**config.mk**
```make
export PLATFORM = sky130hd
export DESIGN_NAME = fetch_unit_flat
export DESIGN_NICKNAME = d
export VERILOG_FILES = /design/src/rtl/fetch_unit_pkg.sv /design/src/rtl/fetch_unit_if.sv /design/src/rtl/fetch_unit.sv /design/src/flat_wrapper.sv
export SDC_FILE = /design/constraint.sdc
export NUM_CORES = 1
export LEC_CHECK = 0
export BUFFER_PORTS_ARGS = -buffer_cell sky130_fd_sc_hd__buf_2
export CORE_MARGIN = 3
export CORE_UTILIZATION = 50
export DETAILED_ROUTE_END_ITERATION = 10
export PLACE_DENSITY = 0.79
export SLEW_MARGIN = 15
export SYNTH_ARGS = -nofsm -noshare
export SYNTH_HDL_FRONTEND = slang
export SYNTH_SLANG_ARGS = --single-unit
```
**constraint.sdc**
```tcl
create_clock -name clk -period 2.1 [get_ports clk]
set_clock_uncertainty 0.05 [all_clocks]
set_input_delay 0.42 -clock clk [delete_from_list [all_inputs] [get_ports clk]]
set_output_delay 0.42 -clock clk [all_outputs]
set_load 0.01 [all_outputs]
```
**src/rtl/fetch_unit_pkg.sv**
```systemverilog
// ----------------------------------------------------------------------------
// fetch_unit_pkg
//
// Constants and types shared by the fetch stage and the rest of the
// integer pipeline (decode, hazard unit).
//
//   NOP_WORD          encoding decode sees for bubbles and flushed slots
//   OP_*              primary opcode values (instruction bits 31:26, which
//                     the ISA manual numbers as bits 0:5)
//   fetch_state_t     fetch sequencer state encoding
//   word_align()      clears the byte-offset bits of an address
//   is_load/branch/jr opcode class helpers used by the hazard logic
// ----------------------------------------------------------------------------
package fetch_unit_pkg;

    localparam logic [31:0] NOP_WORD = 32'h5400_0000;

    localparam logic [5:0] OP_LOAD_FIRST   = 6'h20;
    localparam logic [5:0] OP_LOAD_LAST    = 6'h27;
    localparam logic [5:0] OP_BRANCH_FIRST = 6'h04;
    localparam logic [5:0] OP_BRANCH_LAST  = 6'h07;
    localparam logic [5:0] OP_JR           = 6'h12;
    localparam logic [5:0] OP_JALR         = 6'h13;

    typedef enum logic [1:0] {
        ST_FETCH = 2'd0,
        ST_HOLD  = 2'd1,
        ST_FLUSH = 2'd2
    } fetch_state_t;

    function automatic logic [31:0] word_align(input logic [31:0] addr);
        return addr & 32'hFFFF_FFFC;
    endfunction

    function automatic logic is_load(input logic [5:0] op);
        return (op >= OP_LOAD_FIRST) && (op <= OP_LOAD_LAST);
    endfunction

    function automatic logic is_branch(input logic [5:0] op);
        return (op >= OP_BRANCH_FIRST) && (op <= OP_BRANCH_LAST);
    endfunction

    function automatic logic is_jr(input logic [5:0] op);
        return (op == OP_JR) || (op == OP_JALR);
    endfunction

endpackage

```
**src/rtl/fetch_unit_if.sv**
```systemverilog
// ----------------------------------------------------------------------------
// fetch_unit_if
//
// Instruction-memory request/acknowledge bus.
//
//   imem_req    fetch request, held with imem_addr stable until imem_ack
//   imem_addr   word address of the request (low two bits always zero)
//   imem_ack    response valid this cycle; only meaningful while imem_req=1
//   imem_rdata  instruction word, valid with imem_ack
//
// master: the fetch stage. slave: instruction memory.
// ----------------------------------------------------------------------------
interface fetch_unit_if;

    logic        imem_req;
    logic [31:0] imem_addr;
    logic        imem_ack;
    logic [31:0] imem_rdata;

    modport master (
        output imem_req,
        output imem_addr,
        input  imem_ack,
        input  imem_rdata
    );

    modport slave (
        input  imem_req,
        input  imem_addr,
        output imem_ack,
        output imem_rdata
    );

endinterface

```
**src/rtl/fetch_unit.sv**
```systemverilog
// ----------------------------------------------------------------------------
// fetch_unit
//
// Instruction-fetch stage. Owns the PC, issues one word fetch at a time over
// the imem req/ack bus and fills the IF/ID latch read by decode and the
// fetch hazard logic. A one-entry hold buffer catches a response that lands
// while the pipe is held, so that word is never fetched twice.
//
// Ports:
//   clk                clock
//   rst                synchronous active-high reset
//   imem               instruction memory bus (master side)
//   pc_stall_i         hold PC and IF/ID latch
//   need_nop_i         hold IF/ID latch (decode injects the bubble)
//   redirect_valid_i   decode resolved a taken branch / jump / jr
//   redirect_target_i  new PC (byte offset bits ignored)
//   if_instr_o         IF/ID instruction
//   if_pc_plus_4_o     IF/ID PC+4
//   if_valid_o         IF/ID holds a real instruction
//
// State  | meaning
// -------+----------------------------------------------------------------
// FETCH  | request outstanding at pc; an ack is consumed this cycle
// HOLD   | a response arrived during a hold and sits in the buffer; no req
// FLUSH  | redirected while a fetch was in flight; keep the stale request
//        | stable until its ack, then drop the data
//
// Priority on every cycle: rst > redirect > hold > normal advance.
// ----------------------------------------------------------------------------
module fetch_unit
    import fetch_unit_pkg::*;
#(
    parameter logic [31:0] RESET_PC  = 32'h0000_0000,
    parameter logic [31:0] NOP_INSTR = NOP_WORD
) (
    input  logic          clk,
    input  logic          rst,
    fetch_unit_if.master  imem,
    input  logic          pc_stall_i,
    input  logic          need_nop_i,
    input  logic          redirect_valid_i,
    input  logic [31:0]   redirect_target_i,
    output logic [31:0]   if_instr_o,
    output logic [31:0]   if_pc_plus_4_o,
    output logic          if_valid_o
);

    localparam logic [31:0] RESET_PC_AL = word_align(RESET_PC);

    fetch_state_t state_q, state_d;

    logic [31:0] pc_q,        pc_d;
    logic [31:0] req_addr_q,  req_addr_d;
    logic [31:0] buf_instr_q, buf_instr_d;
    logic [31:0] buf_pc4_q,   buf_pc4_d;
    logic [31:0] if_instr_q,  if_instr_d;
    logic [31:0] if_pc4_q,    if_pc4_d;
    logic        if_valid_q,  if_valid_d;

    logic        hold;
    logic        ack;
    logic [31:0] target_al;
    logic [31:0] pc_plus_4;
    logic        req_c;
    logic [31:0] addr_c;

    assign hold      = pc_stall_i | need_nop_i;
    assign ack       = imem.imem_ack;
    assign target_al = word_align(redirect_target_i);
    // 32-bit add, so the PC wraps from 0xFFFF_FFFC to 0.
    assign pc_plus_4 = pc_q + 32'd4;

    // ------------------------------------------------------------------
    // State and datapath registers
    // ------------------------------------------------------------------
    always_ff @(posedge clk) begin
        if (rst) begin
            state_q     <= ST_FETCH;
            pc_q        <= RESET_PC_AL;
            req_addr_q  <= RESET_PC_AL;
            buf_instr_q <= NOP_INSTR;
            buf_pc4_q   <= 32'h0;
            if_instr_q  <= NOP_INSTR;
            if_pc4_q    <= 32'h0;
            if_valid_q  <= 1'b0;
        end else begin
            state_q     <= state_d;
            pc_q        <= pc_d;
            req_addr_q  <= req_addr_d;
            buf_instr_q <= buf_instr_d;
            buf_pc4_q   <= buf_pc4_d;
            if_instr_q  <= if_instr_d;
            if_pc4_q    <= if_pc4_d;
            if_valid_q  <= if_valid_d;
        end
    end

    // ------------------------------------------------------------------
    // Next-state and bus outputs
    // ------------------------------------------------------------------
    always_comb begin
        state_d     = state_q;
        pc_d        = pc_q;
        req_addr_d  = req_addr_q;
        buf_instr_d = buf_instr_q;
        buf_pc4_d   = buf_pc4_q;
        if_instr_d  = if_instr_q;
        if_pc4_d    = if_pc4_q;
        if_valid_d  = if_valid_q;
        req_c       = 1'b0;
        addr_c      = pc_q;

        unique case (state_q)
            ST_FETCH: begin
                // Request drops during the reset cycle; memory abandons it.
                req_c      = ~rst;
                addr_c     = pc_q;
                req_addr_d = pc_q;
                if (redirect_valid_i) begin
                    pc_d       = target_al;
                    if_instr_d = NOP_INSTR;
                    if_pc4_d   = 32'h0;
                    if_valid_d = 1'b0;
                    // A same-cycle ack closes the old fetch, so its data
                    // is simply dropped; otherwise wait it out in FLUSH.
                    state_d    = ack ? ST_FETCH : ST_FLUSH;
                end else if (ack) begin
                    pc_d = pc_plus_4;
                    if (hold) begin
                        buf_instr_d = imem.imem_rdata;
                        buf_pc4_d   = pc_plus_4;
                        state_d     = ST_HOLD;
                    end else begin
                        if_instr_d = imem.imem_rdata;
                        if_pc4_d   = pc_plus_4;
                        if_valid_d = 1'b1;
                    end
                end else if (!hold) begin
                    if_instr_d = NOP_INSTR;
                    if_pc4_d   = 32'h0;
                    if_valid_d = 1'b0;
                end
            end

            ST_HOLD: begin
                req_c = 1'b0;
                if (redirect_valid_i) begin
                    pc_d       = target_al;
                    if_instr_d = NOP_INSTR;
                    if_pc4_d   = 32'h0;
                    if_valid_d = 1'b0;
                    state_d    = ST_FETCH;
                end else if (!hold) begin
                    if_instr_d = buf_instr_q;
                    if_pc4_d   = buf_pc4_q;
                    if_valid_d = 1'b1;
                    state_d    = ST_FETCH;
                end
            end

            ST_FLUSH: begin
                // Memory expects the address held stable until ack, so the
                // stale request stays on the bus; pc already has the target.
                req_c  = ~rst;
                addr_c = req_addr_q;
                if (redirect_valid_i) begin
                    pc_d = target_al;
                end
                if (ack) begin
                    state_d = ST_FETCH;
                end
            end

            default: begin
                state_d = ST_FETCH;
            end
        endcase
    end

    assign imem.imem_req  = req_c;
    assign imem.imem_addr = addr_c;

    assign if_instr_o     = if_instr_q;
    assign if_pc_plus_4_o = if_pc4_q;
    assign if_valid_o     = if_valid_q;

endmodule

```
**src/flat_wrapper.sv**
```systemverilog
// flat-port wrapper written by rule: the top's interface ports become plain ports
module fetch_unit_flat import fetch_unit_pkg::*;
#(
    parameter logic [31:0] RESET_PC  = 32'h0000_0000,
    parameter logic [31:0] NOP_INSTR = NOP_WORD
)
  (clk, rst, pc_stall_i, need_nop_i, redirect_valid_i, redirect_target_i, if_instr_o, if_pc_plus_4_o, if_valid_o, imem_imem_req, imem_imem_addr, imem_imem_ack, imem_imem_rdata);
  fetch_unit_if imem_i ();
  input  logic clk;
  input  logic rst;
  input  logic pc_stall_i;
  input  logic need_nop_i;
  input  logic redirect_valid_i;
  input  logic [31:0] redirect_target_i;
  output logic [31:0] if_instr_o;
  output logic [31:0] if_pc_plus_4_o;
  output logic if_valid_o;
  output wire logic [$bits(imem_i.imem_req)-1:0] imem_imem_req;
  output wire logic [$bits(imem_i.imem_addr)-1:0] imem_imem_addr;
  input wire logic [$bits(imem_i.imem_ack)-1:0] imem_imem_ack;
  input wire logic [$bits(imem_i.imem_rdata)-1:0] imem_imem_rdata;
  assign imem_imem_req = imem_i.imem_req;
  assign imem_imem_addr = imem_i.imem_addr;
  assign imem_i.imem_ack = imem_imem_ack;
  assign imem_i.imem_rdata = imem_imem_rdata;
  fetch_unit #(.RESET_PC(RESET_PC), .NOP_INSTR(NOP_INSTR)) u_core (.clk(clk), .rst(rst), .imem(imem_i), .pc_stall_i(pc_stall_i), .need_nop_i(need_nop_i), .redirect_valid_i(redirect_valid_i), .redirect_target_i(redirect_target_i), .if_instr_o(if_instr_o), .if_pc_plus_4_o(if_pc_plus_4_o), .if_valid_o(if_valid_o));
endmodule
```
# Yosys cells after proc, flatten, opt, wreduce, memory -nomap -nowiden
# Index checks and enable logic that the tools add are counted.
# totals
register_bits	195
# classes
add_sub_neg	1
eq_ne	9
mux	34
n_bitwise	3
reduce_logical	10
# op_table
operator	count
$mux 32	16
$pmux 32 s2	3
$add 32x3->32 const B	1
$mux 2	7
$ne 3x3->1 const B	3
$reduce_and 4->1	2
$mux 1	6
$pmux 2 s3	1
$reduce_and 3->1	2
$ne 4x4->1 const B	1
$reduce_bool 2->1	2
$reduce_or 2->1	2
$ne 3x2->1 const B	1
$eq 2x1->1 const B	1
$eq 2x2->1 const B	1
$logic_not 2->1	1
$ne 2x1->1 const B	1
$ne 2x2->1 const B	1
$not 1->1	2
$pmux 1 s2	1
$reduce_and 2->1	1
$or 1x1->1	1

# Depth between registers and ports, before layout
# Gate-level depths: netlist (run 1).
# logic_depth
ltp_word	5
depth_mapped	10

# Worst setup path before layout (run 1)
# OpenSTA, ideal clock, no wires.
# synth_path
path_type	register to register
startpoint	register u_core.pc_q[2]
endpoint	register u_core.buf_pc4_q[21]
arrival_ns	1.971
required_ns	1.971
slack_ns	0.000
stages_incl_launch_ff	8
cell_sequence	dfxtp_1 clkbuf_2 nand3_1 or4_1 buf_2 or3_4 xor2_1 a211oi_2
# synth_via
elab_chain_cells	1
# synth_lines
element	line_no	text
start: declaration	fetch_unit.sv:52	logic [31:0] pc_q, pc_d;
start signal: assignment	fetch_unit.sv:88	pc_q <= pc_d;
$add 32x3->32	fetch_unit.sv:71	assign pc_plus_4 = pc_q + 32'd4;
end signal: assignment	fetch_unit.sv:91	buf_pc4_q <= buf_pc4_d;
end: declaration	fetch_unit.sv:55	logic [31:0] buf_pc4_q, buf_pc4_d;
# No other way between the ends.
# A chain may end at the register's enable or synchronous reset.

# Worst setup path after layout (run 1)
# layout_path
startpoint	register u_core.state_q[0]
endpoint	output imem_imem_addr[3]
# layout_via
elab_chain_cells	2
# layout_lines
element	line_no	text
start: declaration	fetch_unit.sv:50	fetch_state_t state_q, state_d;
start signal: assignment	fetch_unit.sv:87	state_q <= state_d;
$eq 2x2->1	fetch_unit.sv:113	unique case (state_q)
$mux 32	fetch_unit.sv:113	
end: declaration	flat_wrapper.sv:19	output wire logic [$bits(imem_i.imem_addr)-1:0] imem_imem_addr;
# No other way between the ends.

==> key figures, run 1 <==
Critical path
  • Worst setup EP type: primary output
  • CP Launch Type: flop
  • Critical path type: reg2out
  • Required time worst endpoint: ~1.6 ns
  • Max Fanout on Critical Path: 5
  • Crit path DAT: 1.75 ns

Pwr
  • Flop pwr share: 0.427
  • Switch Pwr: 2.96 mW
  • Static Leak: 4.80 nW
  • Power consumption: 9.55 mW
  • PwrDens: 844 mW/mm2
  • Comb pwr share: 0.239
  • Clock Power Share: 0.333
  • Sw Ratio: 0.310
  • Max rail drop VDD: 0.644 mV
  • Cell Int Power: 6.59 mW

Die
  • Core area: 0.0168 mm2
  • Die area: 0.0189 mm2
  • Num rows: 47
  • I/O pins: 168
  • Die height: 137 um
  • Die Span X: 137 um
  • Starting Density: 0.515

Global routing
  • GR peak layer: met2
  • GRT Util Overall: 0.283
  • Global-route wire length before repair: 42600 um
  • Largest net degree at the start of global routing: 68
  • Grt total ovfl: 0
  • Met1 usage: 0.388
  • Vias in the first global route: just over 8000
  • Initial antenna violation count: 0
  • Met3 Use GR: 0.0628
  • M2 GR Usage: 0.439

Synth
  • Top_reg_cell synth: dfxtp_1
  • Synthesized area: 0.00862 mm2
  • Synth cell types: 62
  • EDFF count, synth: 0
  • Async set or reset register ratio after synthesis: 0
  • Syn_area_per_cell: 8.09 um2
  • Post-synthesis sequential area ratio: 0.436
  • Yosys reg bits: about 190
  • Post-Syn Instances: 1066
  • Synth Warn #: 0

Clocking
  • Clock root buffer: clkbuf_16
  • Clock buffer depth: 2
  • Later-pin clock latency in the skew report: 0.44 ns
  • Clk pin slew, worst setup/hold paths: 0.07 ns
  • Clock H-tree levels: 4
  • Num CTS Buffers: 17
  • Sink Count: about 190
  • TritonCTS clock tree: built
  • Count of hold-fix buffers inserted at cts: 0

Final layout
  • Commonest non-fill, non-tap cell in the layout: dfxtp_1
  • FILL cells: around 1400
  • Area delta synth->final: 31.2%
  • Most frequent cells in the layout: dfxtp_1, nor2_1, buf_2
  • Layout cell share with drive strength beyond 1: 0.302
  • ANT cells: 0
  • Design Area, Final: 0.0113 mm2
  • NumNets Final: 1326

Flow run
  • Max-cap viol count: 0

Place
  • Placed cell area: 0.0101 mm2
  • GP Congestion: 0.956
  • Hpwl dp: 18000 um
  • Port buffer count: around 160
  • Pre-CTS setup slack: 0.0146 ns

STA
  • Fin crit period: 2.22 ns
  • Final period util: 1.06
  • Hold_ws: 0.173 ns
  • Worst setup margin: -0.116 ns
  • RSZ-0062 raised after global routing: yes
  • Final setup violating endpoints: 24
  • Slew Limit Fails: 0
  • Final Hold Vio Count: 0
  • Fmax: approximately 450 MHz

Route
  • Vias per cell: 5.98
  • Via count: 8877
  • Routed Antenna Nets: 0
  • Detailed Route WL: roughly 28000 um
  • Wire per inst: approximately 19 um
  • Drt first pass iters: 7
  • Initial DRC Count: 914
  • DRC: 0

Worst hold path
  • Hold Path Class: in2reg

Outcome
  • Failing checks: setup timing
  • Run status: finished with violations
-- kinds of logic (layout without fill, tap and decap cells) --
group / count (synthesis) / in the layout / share of synthesized area
AOI/OAI and AO/OA: 260 / 260 / 0.200
xor gates and xnor gates: 18 / 18 / 0.0183
DFF: 188 / 188 / 0.436
muxes: 53 / 53 / 0.0647
buffers and inverters: 123 / 320 / 0.0563
other: 1 / 2 / 0.000435
adders and majority gates: 5 / 5 / 0.00725
and+or+nand+nor: 418 / 418 / 0.217
-- area by class of cell --
cell class                 count  area [um2]  area share
multi-input combinational    756        4620       0.408
sequential                   188        3770       0.333
timing repair buffer         271        2010       0.177
clock buffer                  21         480      0.0424
tap                          220         275      0.0243
clock inverter                11         103     0.00906
inverter                      17        63.8     0.00564
-- worst paths after layout --
path / slack (ns) / end / cells after the start / start
max reg2reg: -0.03 / u_core.if_pc_plus_4_o[12]$_SDFFE_PP0P_ / 9 / u_core.pc_q[7]$_SDFFE_PP0P_
max: -0.12 / imem_imem_addr[3] / 6 / u_core.state_q[0]$_SDFFE_PP0P_
min reg2reg: 0.41 / u_core.buf_instr_q[2]$_SDFFE_PP0P_ / 2 / u_core.buf_instr_q[2]$_SDFFE_PP0P_
min: 0.17 / u_core.buf_instr_q[30]$_SDFFE_PP1P_ / 3 / imem_imem_rdata[30]
-- per-stage QoR --
stage / instances / util / TNS, ns
2_1_floorplan: 1067 / - / -0.000449
3_3_place_gp: 1434 / 0.606 / 0
3_5_place_dp: 1434 / 0.606 / 0
4_1_cts: 1475 / 0.664 / -2.17
5_1_grt: 1484 / 0.675 / -3.00
6_report: 1484 / 0.675 / -1.93
-- registers in the layout, indices dropped and copies added (netlist names) --
name	count
u_core.req_addr_q	30
u_core.buf_instr_q	32
u_core.if_pc_plus_4_o	31
u_core.if_valid_o	1
u_core.pc_q	30
u_core.buf_pc4_q	30
u_core.state_q	2
u_core.if_instr_o	32
-- power groups by stage --
stage	logic (mW)	clock network, mW	registers (mW)
floorplan	1.15	0	4.17
global placement	1.99	0	4.13
detailed placement	2.02	0	4.14
CTS	2.20	3.21	4.07
global route	2.49	3.34	4.11
finish	2.29	3.18	4.08
-- Yosys cell counts (7+ instances only) --
library cell | number | area [um2]
dfxtp_1 | 188 | 3760
buf_1 | 12 | 45.0
o21ai_0 | 63 | 315
a221oi_1 | 46 | 403
nand3_1 | 22 | 110
mux2i_1 | 31 | 310
o221ai_1 | 9 | 78.8
nor3_1 | 69 | 345
xnor2_1 | 14 | 123
nand4_1 | 10 | 62.6
inv_1 | 17 | 63.8
a21oi_1 | 82 | 410
clkbuf_1 | 83 | 312
nor4_1 | 12 | 75.1
a211oi_1 | 10 | 75.1
nor2_1 | 147 | 552
mux2_2 | 22 | 248
nand2_1 | 121 | 454
and3_1 | 7 | 43.8
-- routing by layer --
layer,up-vias,part of all wire
li1,4170,-
met1,4191,0.42
met2,467,0.46
met3,49,0.091
met4,0,0.024
met5,-,0
-- worst max-delay path: stages, from the launching register on --
cell	delay, ns
dfxtp_2	0.36
inv_2	0.06
ha_4	0.18
buf_12	0.15
buf_16	0.14
mux2_4	0.30
buf_6	0.12
-- what timing repair did --
item / in CTS / in global routing
pin swaps: 1 / 6
setup endpoints to repair: 33 / 80
gates cloned: 4 / 1
buffers inserted: 5 / 9
gates resized for setup: 61 / 30
Note: power is estimated with default switching activity, not from simulation.
==> run 2: changes to the inputs <==
Settings changed: CELL_PAD_IN_SITES_DETAIL_PLACEMENT set to 2, CELL_PAD_IN_SITES_GLOBAL_PLACEMENT set to 2, CORE_UTILIZATION 50 to 29.
==> run 2 against run 1 <==
The flow still finishes with violations (setup timing). Final area grew 9.2%. Critical path depth increased by 1. Non-clock buffer count grew 18. Combinational power up 21%. Power up 9.8%. Global-route usage shrank 3.1 points. Setup slack worse by 0.13 ns. Sequential power is 1% higher. First-iteration DRC count decreased by 16%. Sequential cell count unchanged.
==> key figures, run 2 (synthesis gave the netlist of run 1 again) <==
Route
  • Routed Antenna Nets: 0
  • Via count: 9745
  • Wire per inst: 27.4 um
  • Detailed Route WL: 45700 um
  • Drt first pass iters: 5
  • Initial DRC Count: roughly 770
  • DRC: 0
  • Vias per cell: between 5 and 6

Outcome
  • Run status: finished with violations
  • Failing checks: setup timing

Worst hold path
  • Worst hold path endpoint: u_core.buf_instr_q[13]$_SDFFE_PP0P_
  • Hold Path Class: in2reg
  • Worst hold start: imem_imem_rdata[13]
  • Hold depth: 3

Die
  • Die height: 178 um
  • Core area: approximately 0.029 mm2
  • Die area: between 0.03 and 0.04 mm2
  • Starting Density: 0.297
  • Num rows: 62
  • Die Span X: 178 um
  • I/O pins: 168

Place
  • GP Congestion: 0.853
  • Placed cell count: 1599
  • Placed cell area: between 0.01 and 0.015 mm2
  • Port buffer count: between 150 and 200
  • Hpwl dp: around 24000 um

STA
  • Worst setup margin: -0.247 ns
  • Final period util: 1.12
  • Slew Limit Fails: 0
  • Final setup TNS: -7.44 ns
  • RSZ-0062 raised after global routing: yes
  • Final Hold Vio Count: 0
  • Worst-margin pin slew: ~0.70 ns
  • Fin crit period: 2.35 ns
  • Fmax: 426 MHz
  • Slew margin rel.: 0.532
  • Final setup violating endpoints: 63

Global routing
  • GRT Util Overall: 0.252
  • Initial antenna violation count: 2
  • Global-route wire length before repair: 61800 um
  • Vias in the first global route: 10200
  • Largest net degree at the start of global routing: 83
  • Grt total ovfl: 0

Flow run
  • Max-cap viol count: 0

Clocking
  • Clock root buffer: clkbuf_16
  • Later-pin clock latency in the skew report: 0.46 ns
  • Num CTS Buffers: 17
  • Clock buffer depth: 2
  • Clk pin slew, worst setup/hold paths: 0.09 ns
  • Sink Count: about 190
  • Clock H-tree levels: 4
  • TritonCTS clock tree: built

Final layout
  • FILL cells: roughly 3200
  • Post-Layout Cell Count: 1668
  • NumNets Final: 1344
  • Layout cell share with drive strength beyond 1: 0.363
  • Area delta synth->final: 43.3%
  • Design Area, Final: between 0.01 and 0.015 mm2
  • Commonest non-fill, non-tap cell in the layout: dfxtp_1
  • Most frequent cells in the layout: dfxtp_1, nor2_1, buf_2

Critical path
  • Critical R2R Launch: u_core.pc_q[16]$_SDFFE_PP0P_
  • Critical path type: reg2reg
  • Max Fanout on Critical Path: 5
  • Flop2flop setup slack: -0.25 ns
  • Crit path DAT: 2.62 ns
  • R2R depth: 7
  • FF-to-FF End: u_core.pc_q[29]$_SDFFE_PP0P_
  • CP startpoint: u_core.pc_q[16]$_SDFFE_PP0P_
  • Worst setup EP type: flop
  • CP Launch Type: flop
  • Required time worst endpoint: 2.37 ns

Pwr
  • Static Leak: 5.13 nW
  • PwrDens: 849 mW/mm2
  • Max rail drop VDD: between 0.5 and 0.6 mV
-- run 2: cell count changes in the layout (fill, tap and decap cells not counted), moves of 6 or more --
| cell | before | now |
|---|---|---|
| buf_12 | 13 | 19 |
| dfxtp_1 | 180 | 174 |
| nor4_1 | 10 | 1 |
| nor4_4 | 0 | 7 |
| nor3_2 | 1 | 10 |
| o21ai_1 | 1 | 7 |
| buf_6 | 20 | 43 |
| buf_4 | 88 | 82 |
| o21ai_0 | 54 | 44 |
| nor3_1 | 68 | 58 |
-- run 2: power breakdown --
| group | total, mW | switching, mW | internal, mW |
|---|---|---|---|
| sequential | 4.14 | 0.258 | 3.89 |
| clock | 3.57 | 1.91 | 1.66 |
| combinational | 2.78 | 1.61 | 1.17 |
-- run 2: per-layer routing --
| metal | track usage | wire (um) | part of all wire |
|---|---|---|---|
| met1 | 0.311 | 18100 | 0.40 |
| met2 | 0.433 | 22600 | 0.50 |
| met3 | 0.0513 | 2730 | 0.060 |
| met4 | 0.0968 | 2180 | 0.048 |
| met5 | 0 | 0 | 0 |
-- run 2: layout make-up --
class,count,area (um2),area share
tap,384,480,0.0389
sequential,188,3790,0.307
clock inverter,15,204,0.0165
inverter,17,66.3,0.00537
clock buffer,17,425,0.0344
timing repair buffer,289,2300,0.186
antenna,2,5.00,0.000405
multi-input combinational,756,5080,0.411
-- run 2: repair_timing --
| action | CTS | global route |
|---|---|---|
| setup endpoints to repair | 95 | 140 |
| gates cloned | 3 | 0 |
| hold endpoints to repair | 0 | 0 |
| hold buffers | 0 | 0 |
| buffers inserted | 19 | 14 |
| pin swaps | 7 | 22 |
| resized for setup | 112 | 118 |
-- run 2: metrics by stage --
stage               utilization  power (mW)  setup WS, ns  hold WS [ns]
floorplan                     -        5.32     -0.000449         0.386
global placement          0.358        6.22       -0.0209         0.391
detailed placement        0.358        6.33        -0.194         0.406
CTS                       0.404        10.1        -0.125         0.153
global route              0.426        10.9        -0.272         0.162
finish                    0.426        10.5        -0.247         0.158
-- run 2: critical path: stages, from the launching register on --
cell,delay (ns)
dfxtp_2,0.41
nand4_1,0.26
nor4_4,0.42
buf_4,0.21
nand4_1,0.10
buf_6,0.18
and3_1,0.19
nor4_2,0.40
-- run 2: worst max path at each step --
stage                                        endpoint  depth (start not counted)
6_report                 u_core.pc_q[29]$_SDFFE_PP0P_                          7
3_3_place_gp   u_core.if_pc_plus_4_o[30]$_SDFFE_PP0P_                          6
3_5_place_dp              u_core.pc_q[2]$_SDFFE_PP0P_                          8
4_1_cts                             imem_imem_addr[3]                          6
2_1_floorplan       u_core.buf_pc4_q[21]$_SDFFE_PP0P_                          7
5_1_grt                  u_core.pc_q[29]$_SDFFE_PP0P_                          7
